### config.mk
export PLATFORM = sky130hd
export DESIGN_NAME = aes_block_unpacker_flat
export DESIGN_NICKNAME = d
export VERILOG_FILES = /design/src/rtl/aes_pkg.sv /design/src/rtl/aes_block_unpacker_if.sv /design/src/rtl/aes_block_unpacker.sv /design/src/flat_wrapper.sv
export SDC_FILE = /design/constraint.sdc
export NUM_CORES = 1
export LEC_CHECK = 0
export ABC_AREA = 1
export CAP_MARGIN = 5
export CORE_ASPECT_RATIO = 0.9
export CORE_MARGIN = 4
export CORE_UTILIZATION = 45
export DETAILED_ROUTE_END_ITERATION = 10
export PLACE_DENSITY = 0.74
export SYNTH_ARGS = -nofsm -noshare
export SYNTH_HDL_FRONTEND = slang
export SYNTH_SLANG_ARGS = --single-unit
export TNS_END_PERCENT = 50
### constraint.sdc
create_clock -name clock -period 1.57 [get_ports clock]
set_clock_uncertainty 0.1 [all_clocks]
set_input_delay 0.314 -clock clock [delete_from_list [all_inputs] [get_ports clock]]
set_output_delay 0.314 -clock clock [all_outputs]
set_load 0.1 [all_outputs]
### src/rtl/aes_pkg.sv
// rtl/aes_pkg.sv - shared AES constants, unpacker FSM state type and byte-swap helper.
package aes_pkg;

  localparam int AES_BLOCK_BITS = 128;
  localparam int AES_WORD_BITS  = 32;

  typedef enum logic {
    IDLE,
    SEND
  } unpack_state_t;

  // Reverses byte order within one host word (little-endian host view).
  function automatic logic [AES_WORD_BITS-1:0] aes_bswap(input logic [AES_WORD_BITS-1:0] word);
    logic [AES_WORD_BITS-1:0] res;
    res = '0;
    for (int i = 0; i < AES_WORD_BITS / 8; i++) begin
      res[8*i +: 8] = word[AES_WORD_BITS-8-8*i +: 8];
    end
    return res;
  endfunction

endpackage

### src/rtl/aes_block_unpacker_if.sv
// rtl/aes_block_unpacker_if.sv - FIFO read port plus host word stream for the AES block unpacker.
interface aes_block_unpacker_if #(
  parameter int WBITS = 128,
  parameter int OBITS = 32
);

  logic             fifo_empty;
  logic [WBITS-1:0] fifo_rdata;
  logic             fifo_ren;
  logic             out_valid;
  logic             out_ready;
  logic [OBITS-1:0] out_data;
  logic             out_last;

  modport master (
    input  fifo_empty, fifo_rdata, out_ready,
    output fifo_ren, out_valid, out_data, out_last
  );

  modport slave (
    output fifo_empty, fifo_rdata, out_ready,
    input  fifo_ren, out_valid, out_data, out_last
  );

endinterface

### src/rtl/aes_block_unpacker.sv
// rtl/aes_block_unpacker.sv - drains 128-bit AES blocks from a show-ahead FIFO as MSW-first host words.
// Optional AES_UNPACK_BSWAP_EN: byte-reverse each host word on the output.
module aes_block_unpacker
  import aes_pkg::*;
#(
  parameter int wbits = AES_BLOCK_BITS,
  parameter int obits = AES_WORD_BITS
) (
  input  logic                  clock,
  input  logic                  resetn,
  aes_block_unpacker_if.master  bus,
  output logic                  busy
);

  localparam int N  = wbits / obits;
  localparam int CW = (N > 1) ? $clog2(N) : 1;

  unpack_state_t  state_q, state_d;
  logic [wbits-1:0] shreg_q, shreg_d;
  logic [CW-1:0]    cnt_q, cnt_d;

  logic             hs;
  logic             last_word;
  logic [obits-1:0] head_word;

  always_ff @(posedge clock or negedge resetn) begin
    if (!resetn) begin
      state_q <= IDLE;
    end else begin
      state_q <= state_d;
    end
  end

  always_comb begin
    state_d = state_q;
    case (state_q)
      IDLE: if (bus.fifo_ren) state_d = SEND;
      SEND: if (hs && last_word && !bus.fifo_ren) state_d = IDLE;
      default: state_d = IDLE;
    endcase
  end

  // Reset gates the pop strobe so a non-empty FIFO is never drained while held in reset.
  always_comb begin
    bus.out_valid = (state_q == SEND);
    busy          = (state_q == SEND);
    last_word     = (state_q == SEND) && (cnt_q == CW'(N - 1));
    bus.out_last  = last_word;
    hs            = bus.out_valid && bus.out_ready;
    bus.fifo_ren  = resetn && !bus.fifo_empty &&
                    ((state_q == IDLE) || (hs && last_word));
  end

  // The final shift without reload pushes zeros to the head, so idle outputs read as zero.
  always_comb begin
    shreg_d = shreg_q;
    cnt_d   = cnt_q;
    if (bus.fifo_ren) begin
      shreg_d = bus.fifo_rdata;
      cnt_d   = '0;
    end else if (hs) begin
      shreg_d = shreg_q << obits;
      cnt_d   = last_word ? '0 : cnt_q + CW'(1);
    end
  end

  always_ff @(posedge clock or negedge resetn) begin
    if (!resetn) begin
      shreg_q <= '0;
      cnt_q   <= '0;
    end else begin
      shreg_q <= shreg_d;
      cnt_q   <= cnt_d;
    end
  end

  assign head_word = shreg_q[wbits-1 -: obits];

`ifdef AES_UNPACK_BSWAP_EN
  assign bus.out_data = obits'(aes_bswap(AES_WORD_BITS'(head_word)));
`else
  assign bus.out_data = head_word;
`endif

endmodule
### src/flat_wrapper.sv
// flat-port wrapper written by rule: the top's interface ports become plain ports
module aes_block_unpacker_flat import aes_pkg::*;
#(
  parameter int wbits = AES_BLOCK_BITS,
  parameter int obits = AES_WORD_BITS
)
  (clock, resetn, busy, bus_fifo_empty, bus_fifo_rdata, bus_out_ready, bus_fifo_ren, bus_out_valid, bus_out_data, bus_out_last);
  aes_block_unpacker_if bus_i ();
  input  logic clock;
  input  logic resetn;
  output logic busy;
  input wire logic [$bits(bus_i.fifo_empty)-1:0] bus_fifo_empty;
  input wire logic [$bits(bus_i.fifo_rdata)-1:0] bus_fifo_rdata;
  input wire logic [$bits(bus_i.out_ready)-1:0] bus_out_ready;
  output wire logic [$bits(bus_i.fifo_ren)-1:0] bus_fifo_ren;
  output wire logic [$bits(bus_i.out_valid)-1:0] bus_out_valid;
  output wire logic [$bits(bus_i.out_data)-1:0] bus_out_data;
  output wire logic [$bits(bus_i.out_last)-1:0] bus_out_last;
  assign bus_i.fifo_empty = bus_fifo_empty;
  assign bus_i.fifo_rdata = bus_fifo_rdata;
  assign bus_i.out_ready = bus_out_ready;
  assign bus_fifo_ren = bus_i.fifo_ren;
  assign bus_out_valid = bus_i.out_valid;
  assign bus_out_data = bus_i.out_data;
  assign bus_out_last = bus_i.out_last;
  aes_block_unpacker #(.wbits(wbits), .obits(obits)) u_core (.clock(clock), .resetn(resetn), .bus(bus_i), .busy(busy));
endmodule
==> flow_metrics.tcl <==
set metrics [dict create \
    antenna_cells 0 \
    ir_drop_v 0.001309 \
    layout.nets 1303 \
    sw_frac_of_total_pct 44.99 \
    clk-insertion-delay-late_ps 420 \
    cts_tree "yes" \
    numCtsBuffers 17 \
    finalMaxSlewViolations 0 \
    htree_levels 4 \
    synth_cells 978 \
    power.internal_mw 12.58 \
    p_leak_nw 6.129 \
    wirelength_um 25030 \
    synth_area_um2 6960 \
    vias_per_cell 5.197 \
    chipHeight_um 126.0 \
    grt_pass1_wl_um 38270 \
    failed_checks "negative setup slack" \
    start_util_pct 46.64 \
    holdPathStages 3 \
    overflow 0 \
    setup_slack_ps -326.4 \
    crit_path_end_kind "output pin" \
    antenna_left 0 \
    critPathRequiredTime_ps 1160 \
    p_seq_share_pct 25.9 \
    finalSetupTns_ps -22040 \
    hold_viol 0 \
    p_per_area_nw_per_um2 1980 \
    clk_pin_slew_ps 60 \
    fin_area_um2 11550 \
    synth_area_per_cell_um2 7.117 \
    gp_congestion 0.8223 \
    coreArea_um2 14920 \
    synth_cell_types 15 \
    wire_per_inst_um 18.14 \
    cp-start-kind "flip-flop" \
    dr.first_iter.drc_count 634 \
    io_pins 168 \
    clockBufferDepth 2 \
    num_vias 7172 \
    finalPower_mw 22.87 \
    route.detailed.drc 0 \
    io_buffers 167 \
    ys_seq_area_share_pct 47.10 \
    reg2reg_depth 12 \
    synth_nets 1111 \
    fillers 963 \
    grt_start_max_net_pins 86 \
    grt_usage_pct 27.69 \
    worst_ep_arrival_time_ps 1480 \
    setup_viol_count_final 130 \
    ys_warn_count 0 \
    drive_gt1_share_pct 24.87 \
    fmax_mhz 527.3 \
    rsz0062_at_grt "true" \
    ys_ff_latch 131 \
    antenna_found_initial 0 \
    maxCapViolCount 0 \
    combinationalPowerShare_pct 57.8 \
    crit_fanout 2 \
    reg2reg_from "u_core.cnt_q[0]" \
    die_x_um 139.1 \
    worst_pin_slew_ps 552.7 \
    r2r_slack_ps -280 \
    pwr-share-clk_pct 16.3 \
    max_slew_margin_pct 63.15 \
    hp-start "resetn" \
    p_sw_mw 10.29 \
    fp.dieArea_um2 17520 \
    min_to "u_core.bus.out_valid" \
    firstDrtPassIters 8 \
    min_period_ps 1896 \
    rr_endpoint "u_core.shreg_q[37]" \
    area_growth_pct 66.01 \
    placed_cell_area_um2 9183 \
    crit_type "flip-flop to output pin" \
    rows 42 \
    hold_class "input pin to flip-flop" \
    clockRootBuffer "clkbuf_16" \
    min_period_over_period_pct 120.8 \
    clock_sinks 131 \
    grt_pass1_vias 7121 \
    status "finished, violations left" \
    post-dp-hpwl_um 13060 \
]
worst max-delay path: stages, from the launching register on:
cell	delay (ps)
dfrtp_1	390
ha_4	180
nand2_2	70
nand2_4	110
nand2_8	80
inv_8	70
buf_12	160
synthesized netlist by cell type:
cell / instances / area (um2)
nand2_1: 325 / 1220
inv_1: 195 / 732.0
nand3_1: 193 / 965.9
dfrtp_1: 131 / 3278
buf_4: 42 / 315.3
o21ai_1: 29 / 145.1
buf_2: 25 / 125.1
clkbuf_1: 23 / 86.33
o21ai_0: 5 / 25.02
inv_2: 3 / 11.26
nand2_2: 3 / 18.77
ha_1: 1 / 12.51
nand3b_1: 1 / 7.510
nand4_1: 1 / 6.260
nor2_4: 1 / 11.26
power groups by stage:
stage | combinational (mW) | sequential, mW | clock [mW]
6_report | 13.2 | 5.92 | 3.72
5_1_grt | 13.9 | 6.06 | 3.92
4_1_cts | 12.6 | 5.82 | 3.73
3_5_place_dp | 10.2 | 5.77 | 0
3_3_place_gp | 10.1 | 5.70 | 0
2_1_floorplan | 7.14 | 5.40 | 0
through the flow:
| step | setup WS, ps | util (%) | cells | hold slack [ps] |
|---|---|---|---|---|
| 2_1_floorplan | 0.4421 | - | 978 | -81.59 |
| 3_3_place_gp | -330.0 | 61.53 | 1288 | 149.8 |
| 3_5_place_dp | -389.0 | 61.53 | 1288 | 158.6 |
| 4_1_cts | -290.0 | 75.13 | 1374 | 85.16 |
| 5_1_grt | -350.9 | 77.42 | 1380 | 111.5 |
| 6_report | -326.4 | 77.42 | 1380 | 112.9 |
logic make-up (layout without fill, tap and decap cells):
logic type	count (synthesis)	count (layout)	share of synthesized area (%)
simple gates	524	524	32.03
buf+inv	288	492	18.25
flops	131	131	47.10
compound gates	34	34	2.445
fa+ha+maj	1	1	0.1797
worst max path at each step:
stage,endpoint,slack [ps],from,cells past startpoint
after CTS,bus_out_last,-290,u_core.cnt_q[1],5
after detailed placement,u_core.shreg_q[36],-390,bus_fifo_empty,6
after global routing,bus_fifo_ren,-350,u_core.cnt_q[0],6
after floorplan,bus_out_last,0.4,u_core.bus.out_valid,2
after global placement,u_core.shreg_q[95],-330,bus_fifo_empty,6
final,bus_fifo_ren,-330,u_core.cnt_q[0],6
area by class of cell:
type / count / area, um2 / area share [%]
Timing Repair inverter: 2 / 31.28 / 0.2707
Clock buffer: 26 / 499.2 / 4.321
Multi-Input combinational cell: 559 / 2929 / 25.35
Sequential cell: 131 / 3282 / 28.40
Clock inverter: 5 / 50.05 / 0.4331
Inverter: 198 / 770.7 / 6.670
Timing Repair Buffer: 261 / 3745 / 32.41
Tap cell: 198 / 247.7 / 2.144
flip-flops by register name, summed over array words and instances (netlist names):
name                  flops
u_core.cnt_q              2
u_core.bus.out_valid      1
u_core.shreg_q          128
repair_timing:
action | CTS | global route
setup buffers | 28 | 2
setup endpoints to repair | 106 | 134
resized for setup | 158 | 56
hold buffers | 1 | 0
hold endpoints to repair | 131 | 0
cloned | 26 | 6
pin swaps | 30 | 11
routing by layer:
| layer | GRT usage [%] | share of wire (%) |
|---|---|---|
| met1 | 36.21 | 41 |
| met3 | 5.118 | 6.5 |
| met2 | 46.50 | 50 |
| met5 | 0 | 0 |
| met4 | 9.724 | 3.0 |
cells in the final DEF (no fill, tap or decap), types with 2 or more instances in the layout:
master             n
o21ai_1            7
inv_16             2
buf_16            24
inv_1            193
nand2_4           14
buf_4             19
o21ai_0            3
buf_6             15
o21ai_2           24
nand2_1          255
clkbuf_1           5
nand2_2           58
clkbuf_8           4
buf_12            64
nand3_1          162
buf_8              2
dfrtp_1          130
clkbuf_16         23
clkinv_2           4
nand3_2           31
clkdlybuf4s50_1  130
inv_2              2
inv_8              2
Note: power is estimated with default switching activity, not from simulation.
